==> config.mk <==
export PLATFORM = sky130hd
export DESIGN_NAME = fir_prog_flat
export DESIGN_NICKNAME = d
export VERILOG_FILES = /design/src/rtl/fir_prog_if.sv /design/src/rtl/fir_prog.sv /design/src/flat_wrapper.sv
export SDC_FILE = /design/constraint.sdc
export NUM_CORES = 2
export LEC_CHECK = 0
export CORE_MARGIN = 10
export CORE_UTILIZATION = 40
export CTS_BUF_LIST = sky130_fd_sc_hd__clkbuf_4 sky130_fd_sc_hd__clkbuf_8
export DETAILED_ROUTE_END_ITERATION = 8
export SLEW_MARGIN = 20
export SYNTH_ARGS = -nofsm -noshare
export SYNTH_HDL_FRONTEND = slang
export SYNTH_SLANG_ARGS = --single-unit
==> constraint.sdc <==
create_clock -name clk -period 6.5 [get_ports clk]
set_input_delay 1.3 -clock clk [delete_from_list [all_inputs] [get_ports clk]]
set_output_delay 1.3 -clock clk [all_outputs]
set_load 0.02 [all_outputs]
==> src/rtl/fir_prog_if.sv <==
// fir_prog_if: sample, coefficient-write and result signals of the
// programmable FIR filter. The master side is the sample/coefficient source.
// The slave side is the filter.
interface fir_prog_if #(
  parameter int DW     = 8,
  parameter int CW     = 8,
  parameter int OW     = 16,
  parameter int ADDR_W = 4
);
  logic                     in_valid;
  logic signed [DW-1:0]     din;
  logic                     clr;
  logic                     coef_we;
  logic        [ADDR_W-1:0] coef_addr;
  logic signed [CW-1:0]     coef_data;
  logic                     out_valid;
  logic signed [OW-1:0]     dout;
  logic                     ovf;

  modport master (
    output in_valid, din, clr, coef_we, coef_addr, coef_data,
    input  out_valid, dout, ovf
  );

  modport slave (
    input  in_valid, din, clr, coef_we, coef_addr, coef_data,
    output out_valid, dout, ovf
  );
endinterface

==> src/rtl/fir_prog.sv <==
// fir_prog: coefficient-programmable transposed-form FIR filter.
// Each accepted sample yields one result on the following clock edge.
// The accumulator is rounded (half up) and arithmetically shifted by SHIFT,
// then reduced to OW bits.
// Optional feature macro FIR_SATURATE_EN: when defined, out-of-range results
// clip to the signed OW limits and raise ovf. When undefined, results wrap and
// ovf is tied low.
// The bus interface instance must be parameterised with the same DW/CW/OW and
// with ADDR_W = $clog2(NTAPS).
module fir_prog #(
  parameter int NTAPS = 13,
  parameter int DW    = 8,
  parameter int CW    = 8,
  parameter int OW    = 16,
  parameter int SHIFT = 0
) (
  input logic       clk,
  input logic       reset,
  fir_prog_if.slave bus
);
  localparam int ADDR_W = $clog2(NTAPS);
  localparam int GW     = $clog2(NTAPS);   // growth bits for the tap sum
  localparam int PW     = DW + CW;         // exact product width
  localparam int AW     = PW + GW;         // accumulator width, cannot overflow

  logic signed [CW-1:0] coef_reg [NTAPS];
  logic signed [AW-1:0] prod     [NTAPS];
  logic signed [AW-1:0] s_reg    [1:NTAPS-1];
  logic signed [AW-1:0] s_next   [1:NTAPS-1];
  logic signed [AW-1:0] acc;
  logic signed [AW-1:0] r;
  logic signed [OW-1:0] dout_next;
  logic signed [OW-1:0] dout_reg;
  logic                 out_valid_reg;

  // Coefficient bank. Addresses at or beyond NTAPS match no register, so
  // those writes are dropped.
  always_ff @(posedge clk) begin
    if (reset) begin
      for (int k = 0; k < NTAPS; k++) coef_reg[k] <= '0;
    end else if (bus.coef_we) begin
      for (int k = 0; k < NTAPS; k++) begin
        if (bus.coef_addr == ADDR_W'(k)) coef_reg[k] <= bus.coef_data;
      end
    end
  end

  // Every tap multiplies the current sample. Products are sign-extended to the
  // full accumulator width before any addition.
  for (genvar gi = 0; gi < NTAPS; gi++) begin : g_tap
    logic signed [PW-1:0] mul;
    assign mul      = PW'(coef_reg[gi]) * PW'(bus.din);
    assign prod[gi] = {{GW{mul[PW-1]}}, mul};
  end

  // Transposed chain. Each stage adds its product to the stage behind it.
  // The last stage holds only its product.
  for (genvar gi = 1; gi < NTAPS; gi++) begin : g_sum
    if (gi == NTAPS - 1) begin : g_last
      assign s_next[gi] = prod[gi];
    end else begin : g_mid
      assign s_next[gi] = prod[gi] + s_reg[gi+1];
    end
  end

  // Partial sums advance only on accepted samples.
  // clr flushes them, and clr overrides a same-cycle sample.
  always_ff @(posedge clk) begin
    if (reset || bus.clr) begin
      for (int k = 1; k < NTAPS; k++) s_reg[k] <= '0;
    end else if (bus.in_valid) begin
      for (int k = 1; k < NTAPS; k++) s_reg[k] <= s_next[k];
    end
  end

  assign acc = prod[0] + s_reg[1];

  // Round half up, then shift arithmetically.
  if (SHIFT > 0) begin : g_round
    localparam logic        [AW-1:0] ONE  = {{(AW-1){1'b0}}, 1'b1};
    localparam logic signed [AW-1:0] HALF = ONE << (SHIFT - 1);
    logic signed [AW-1:0] acc_rnd;
    assign acc_rnd = acc + HALF;
    assign r       = acc_rnd >>> SHIFT;
  end else begin : g_noround
    assign r = acc;
  end

`ifdef FIR_SATURATE_EN
  logic ovf_next;
  logic ovf_reg;
`endif

  // Reduce the scaled accumulator to the output width.
  if (OW > AW) begin : g_widen
    assign dout_next = {{(OW-AW){r[AW-1]}}, r};
`ifdef FIR_SATURATE_EN
    assign ovf_next = 1'b0;
`endif
  end else if (OW == AW) begin : g_same
    assign dout_next = r;
`ifdef FIR_SATURATE_EN
    assign ovf_next = 1'b0;
`endif
  end else begin : g_narrow
`ifdef FIR_SATURATE_EN
    localparam logic signed [AW-1:0] MAXV = {{(AW-OW+1){1'b0}}, {(OW-1){1'b1}}};
    localparam logic signed [AW-1:0] MINV = {{(AW-OW+1){1'b1}}, {(OW-1){1'b0}}};
    // Clip to the signed output range and flag the clip.
    always_comb begin
      dout_next = r[OW-1:0];
      ovf_next  = 1'b0;
      if (r > MAXV) begin
        dout_next = MAXV[OW-1:0];
        ovf_next  = 1'b1;
      end else if (r < MINV) begin
        dout_next = MINV[OW-1:0];
        ovf_next  = 1'b1;
      end
    end
`else
    // Wrapping truncation. The discarded high bits go only to a sink.
    logic unused_high;
    assign unused_high = ^r[AW-1:OW];
    assign dout_next   = r[OW-1:0];
`endif
  end

  // Result register. dout/ovf change only on an accepted sample.
  // out_valid pulses one cycle per accepted sample.
  always_ff @(posedge clk) begin
    if (reset) begin
      out_valid_reg <= 1'b0;
      dout_reg      <= '0;
`ifdef FIR_SATURATE_EN
      ovf_reg       <= 1'b0;
`endif
    end else if (bus.clr) begin
      out_valid_reg <= 1'b0;
    end else begin
      out_valid_reg <= bus.in_valid;
      if (bus.in_valid) begin
        dout_reg <= dout_next;
`ifdef FIR_SATURATE_EN
        ovf_reg  <= ovf_next;
`endif
      end
    end
  end

  assign bus.out_valid = out_valid_reg;
  assign bus.dout      = dout_reg;
`ifdef FIR_SATURATE_EN
  assign bus.ovf       = ovf_reg;
`else
  assign bus.ovf       = 1'b0;
`endif

endmodule

==> src/flat_wrapper.sv <==
// flat-port wrapper written by rule: the top's interface ports become plain ports
module fir_prog_flat 
#(
  parameter int NTAPS = 13,
  parameter int DW    = 8,
  parameter int CW    = 8,
  parameter int OW    = 16,
  parameter int SHIFT = 0
)
  (clk, reset, bus_in_valid, bus_din, bus_clr, bus_coef_we, bus_coef_addr, bus_coef_data, bus_out_valid, bus_dout, bus_ovf);
  fir_prog_if #(.DW(DW), .CW(CW), .OW(OW), .ADDR_W(4)) bus_i ();
  input logic clk;
  input logic reset;
  input wire logic [$bits(bus_i.in_valid)-1:0] bus_in_valid;
  input wire logic [$bits(bus_i.din)-1:0] bus_din;
  input wire logic [$bits(bus_i.clr)-1:0] bus_clr;
  input wire logic [$bits(bus_i.coef_we)-1:0] bus_coef_we;
  input wire logic [$bits(bus_i.coef_addr)-1:0] bus_coef_addr;
  input wire logic [$bits(bus_i.coef_data)-1:0] bus_coef_data;
  output wire logic [$bits(bus_i.out_valid)-1:0] bus_out_valid;
  output wire logic [$bits(bus_i.dout)-1:0] bus_dout;
  output wire logic [$bits(bus_i.ovf)-1:0] bus_ovf;
  assign bus_i.in_valid = bus_in_valid;
  assign bus_i.din = bus_din;
  assign bus_i.clr = bus_clr;
  assign bus_i.coef_we = bus_coef_we;
  assign bus_i.coef_addr = bus_coef_addr;
  assign bus_i.coef_data = bus_coef_data;
  assign bus_out_valid = bus_i.out_valid;
  assign bus_dout = bus_i.dout;
  assign bus_ovf = bus_i.ovf;
  fir_prog #(.NTAPS(NTAPS), .DW(DW), .CW(CW), .OW(OW), .SHIFT(SHIFT)) u_core (.clk(clk), .reset(reset), .bus(bus_i));
endmodule
==> impl_metrics.ini <==
[pwr]
switchingPower_mw = 12.43
p_seq_share_pct = 11.9
power_density_mw_per_mm2 = 490.0
fin_total_pwr_mw = 25.57
p_clk_share_pct = 8.2
p_sw_share_pct = 48.60
ir_drop_v = 0.0003161
p_int_mw = 13.15
leakage_nw = 25.45
pwr-share-comb_pct = 79.9

[clock_network]
hold_buffers = 0
cts_tree = built
ctsHtreeMaxLevel = 2
clkTransAtPathRegs_ns = 0.08
cts.path.max_buffers = 3
insertion_delay_ns = 0.69
cts_buffers = 60
post_cts_buffers = 0
clockRootBuffer = clkbuf_8
cts_resized = 0
cts_sinks = 313

[synth]
synth_cell_types = 60
yosysTopAreaCell = fa_1
post-synth-top-count-cell = inv_1
synth.top_cell.area_share_pct = 37.63
synth_edf_count = 296
synthFlopType = edfxtp_1
ys_seq_area_share_pct = 19.13
synth_nets = 6071
ys_ff_latch = 313
netlist_top_cells_count = inv_1, fa_1, ha_1, and2_1, nand2_1
netlist_area_mm2 = 0.04825
synth_area_leaders = fa_1, edfxtp_1, ha_1
syn_avg_cell_area_um2 = 10.34
yosys_warnings = 0
syn-instance-count = 4666
ys_async_sr_fraction_pct = 0

[layout]
final_cells = 6372
fill_cells = 11580
fin_nets = 6117
final_cell_area_mm2 = 0.05219
drive_gt1_share_pct = 5.043
synthToLayoutAreaGrowth_pct = 8.168
largest_register_ffs = 192
fin_util_pct = 43.56

[critical_path]
r2r_slack_ns = 1.36
critPathTopFamily = adder cells
worst-setup-path-type = in2reg
cp_max_fo = 22
r2r-start = u_core.coef_reg[10][4]
reg2reg_to = u_core.s_reg[0][212]
timing.critical_path.mode_cell = fa_1
cp_slowest_cell = fa_1
cp.arrival_ns = 6.11
start_kind = input port
slowest_delay_ns = 0.47
end_kind = register
r2r_cells = 17
crit_chain = buf_4 > buf_4 > and2_1 > fa_1 > fa_1 > ha_1 > inv_1 > fa_1 > inv_1 > ha_1 > ha_1 > fa_1 > a21o_1 > a211oi_1 > o21ai_1 > a41oi_1 > xor2_1 > nor2_1
cp_data_required_time_ns = 6.92
cp_num_buf_inv = 4

[sta]
skew_ns = 0.03105
finalCritPeriodShare_pct = 87.63
whs_ns = 0.4528
worst_pin_slew_ns = 1.060
setup_tns_ns = 0
rsz0062_at_grt = false
finalHoldViolCount = 0
min_period_ns = 5.696
setup_viol = 0
fmax_ghz = 0.1756
fin_ws_ns = 0.8039
maxSlewViolCount = 0
slew_headroom_pct = 29.31

[floorplanning]
row_count = 127
ios = 43
fp.dieArea_mm2 = 0.1349
die_x_um = 367.3
start_util_pct = 40.27
die_y_um = 367.3
core_area_mm2 = 0.1198

[detailed_routing]
wl_per_cell_um = 16.47
drc = 0
first_pass_iters = 6
via_per_inst = 4.849
drtIter0Drc = 1502
wl_met3_um = 4084
final_antenna_net_count = 0
vias = 30900
routed_wl_um = 105000
top_layer_used = met5
met2_length_um = 50410
wl_met1_um = 48540

[run_status]
status = complete, no violations

[worst_hold_path]
hold_depth = 2
hold_class = reg2reg
hold_end = u_core.bus.dout[11]
holdCritStartpoint = u_core.bus.dout[11]

[grt]
grt-ovfl-total = 0
grt.total_usage_pct = 16.13
grt_pass1_wl_um = 178000
antenna_found_initial = 7
grt_pass1_vias = 33470
grt_max_degree = 112

[place]
place.gp.congestion = 0.8230
pre_cts_ws_ns = 0.1034
port_buffers = 41
placed_cell_area_mm2 = 0.05095
dp.cells = 6262
place_hpwl_um = 82190

[flow_run]
cap_viol_max_count = 0
==> worst max path at each step <==
stage                     from              endpoint  slack [ns]  depth (start not counted)
floorplan           bus_din[7]  u_core.s_reg[0][114]        0.28                         14
global placement    bus_din[0]   u_core.s_reg[0][74]        0.13                         18
detailed placement  bus_din[0]   u_core.s_reg[0][74]        0.10                         18
CTS                 bus_din[0]   u_core.s_reg[0][74]        0.86                         18
global route        bus_din[0]   u_core.s_reg[0][74]        0.55                         18
finish              bus_din[0]   u_core.s_reg[0][74]        0.80                         18
==> power groups by stage <==
| stage | clock, mW | sequential (mW) | combinational (mW) |
|---|---|---|---|
| 2_1_floorplan | 0 | 2.97 | 16.3 |
| 5_1_grt | 2.23 | 3.10 | 23.8 |
| 3_5_place_dp | 0 | 3.08 | 20.6 |
| 6_report | 2.09 | 3.04 | 20.4 |
| 3_3_place_gp | 0 | 3.09 | 20.3 |
| 4_1_cts | 2.16 | 3.05 | 20.8 |
==> placed cells by master, fill, tap and decap left out, types with 15 or more instances in the layout <==
master,count
inv_1,957
fa_1,907
ha_1,473
and2_1,422
nand2_1,402
edfxtp_1,296
nor2_1,273
xnor2_1,158
a21oi_1,94
and3_1,86
buf_4,74
clkbuf_8,61
xor2_1,59
o21ai_0,41
clkdlybuf4s50_1,33
nand2b_1,32
nor3_1,32
a21o_1,26
o21a_1,26
a211oi_1,24
o21bai_1,23
nand3_1,21
clkbuf_4,19
dfxtp_1,17
or2_2,16
a211oi_2,15
buf_12,15
==> tightest hold or removal path, cell delays in order (launching register included) <==
cell,delay [ns]
dfxtp_1,0.31
nand2_1,0.05
a21oi_1,0.05
==> final cells by class <==
| class | count | area (um^2) | area share, % |
|---|---|---|---|
| Inverter | 960 | 3607 | 6.911 |
| Clock buffer | 80 | 982.2 | 1.882 |
| Clock inverter | 29 | 256.5 | 0.4914 |
| Sequential cell | 313 | 9229 | 17.68 |
| Antenna cell | 1 | 2.502 | 0.004795 |
| Tap cell | 1612 | 2017 | 3.864 |
| Timing Repair Buffer | 123 | 1191 | 2.282 |
| Multi-Input combinational cell | 3254 | 34910 | 66.88 |
==> cell families after synthesis <==
kind of cell | after synthesis | synth area share (%)
muxes | 12 | 0.2489
adders and majority gates | 1380 | 49.90
and+or+nand+nor | 1318 | 13.54
DFF | 313 | 19.13
xor gates and xnor gates | 217 | 3.939
AOI/OAI and AO/OA | 326 | 4.675
other | 1 | 0.007772
buffers and inverters | 1099 | 8.570
==> layer usage <==
metal / GRT usage, % / vias up
li1: - / 14480
met2: 27.34 / 485
met1: 22.29 / 15800
met4: 3.199 / 6
met5: 0 / -
met3: 1.750 / 125
No activity file was read; power rests on OpenSTA's default activity.
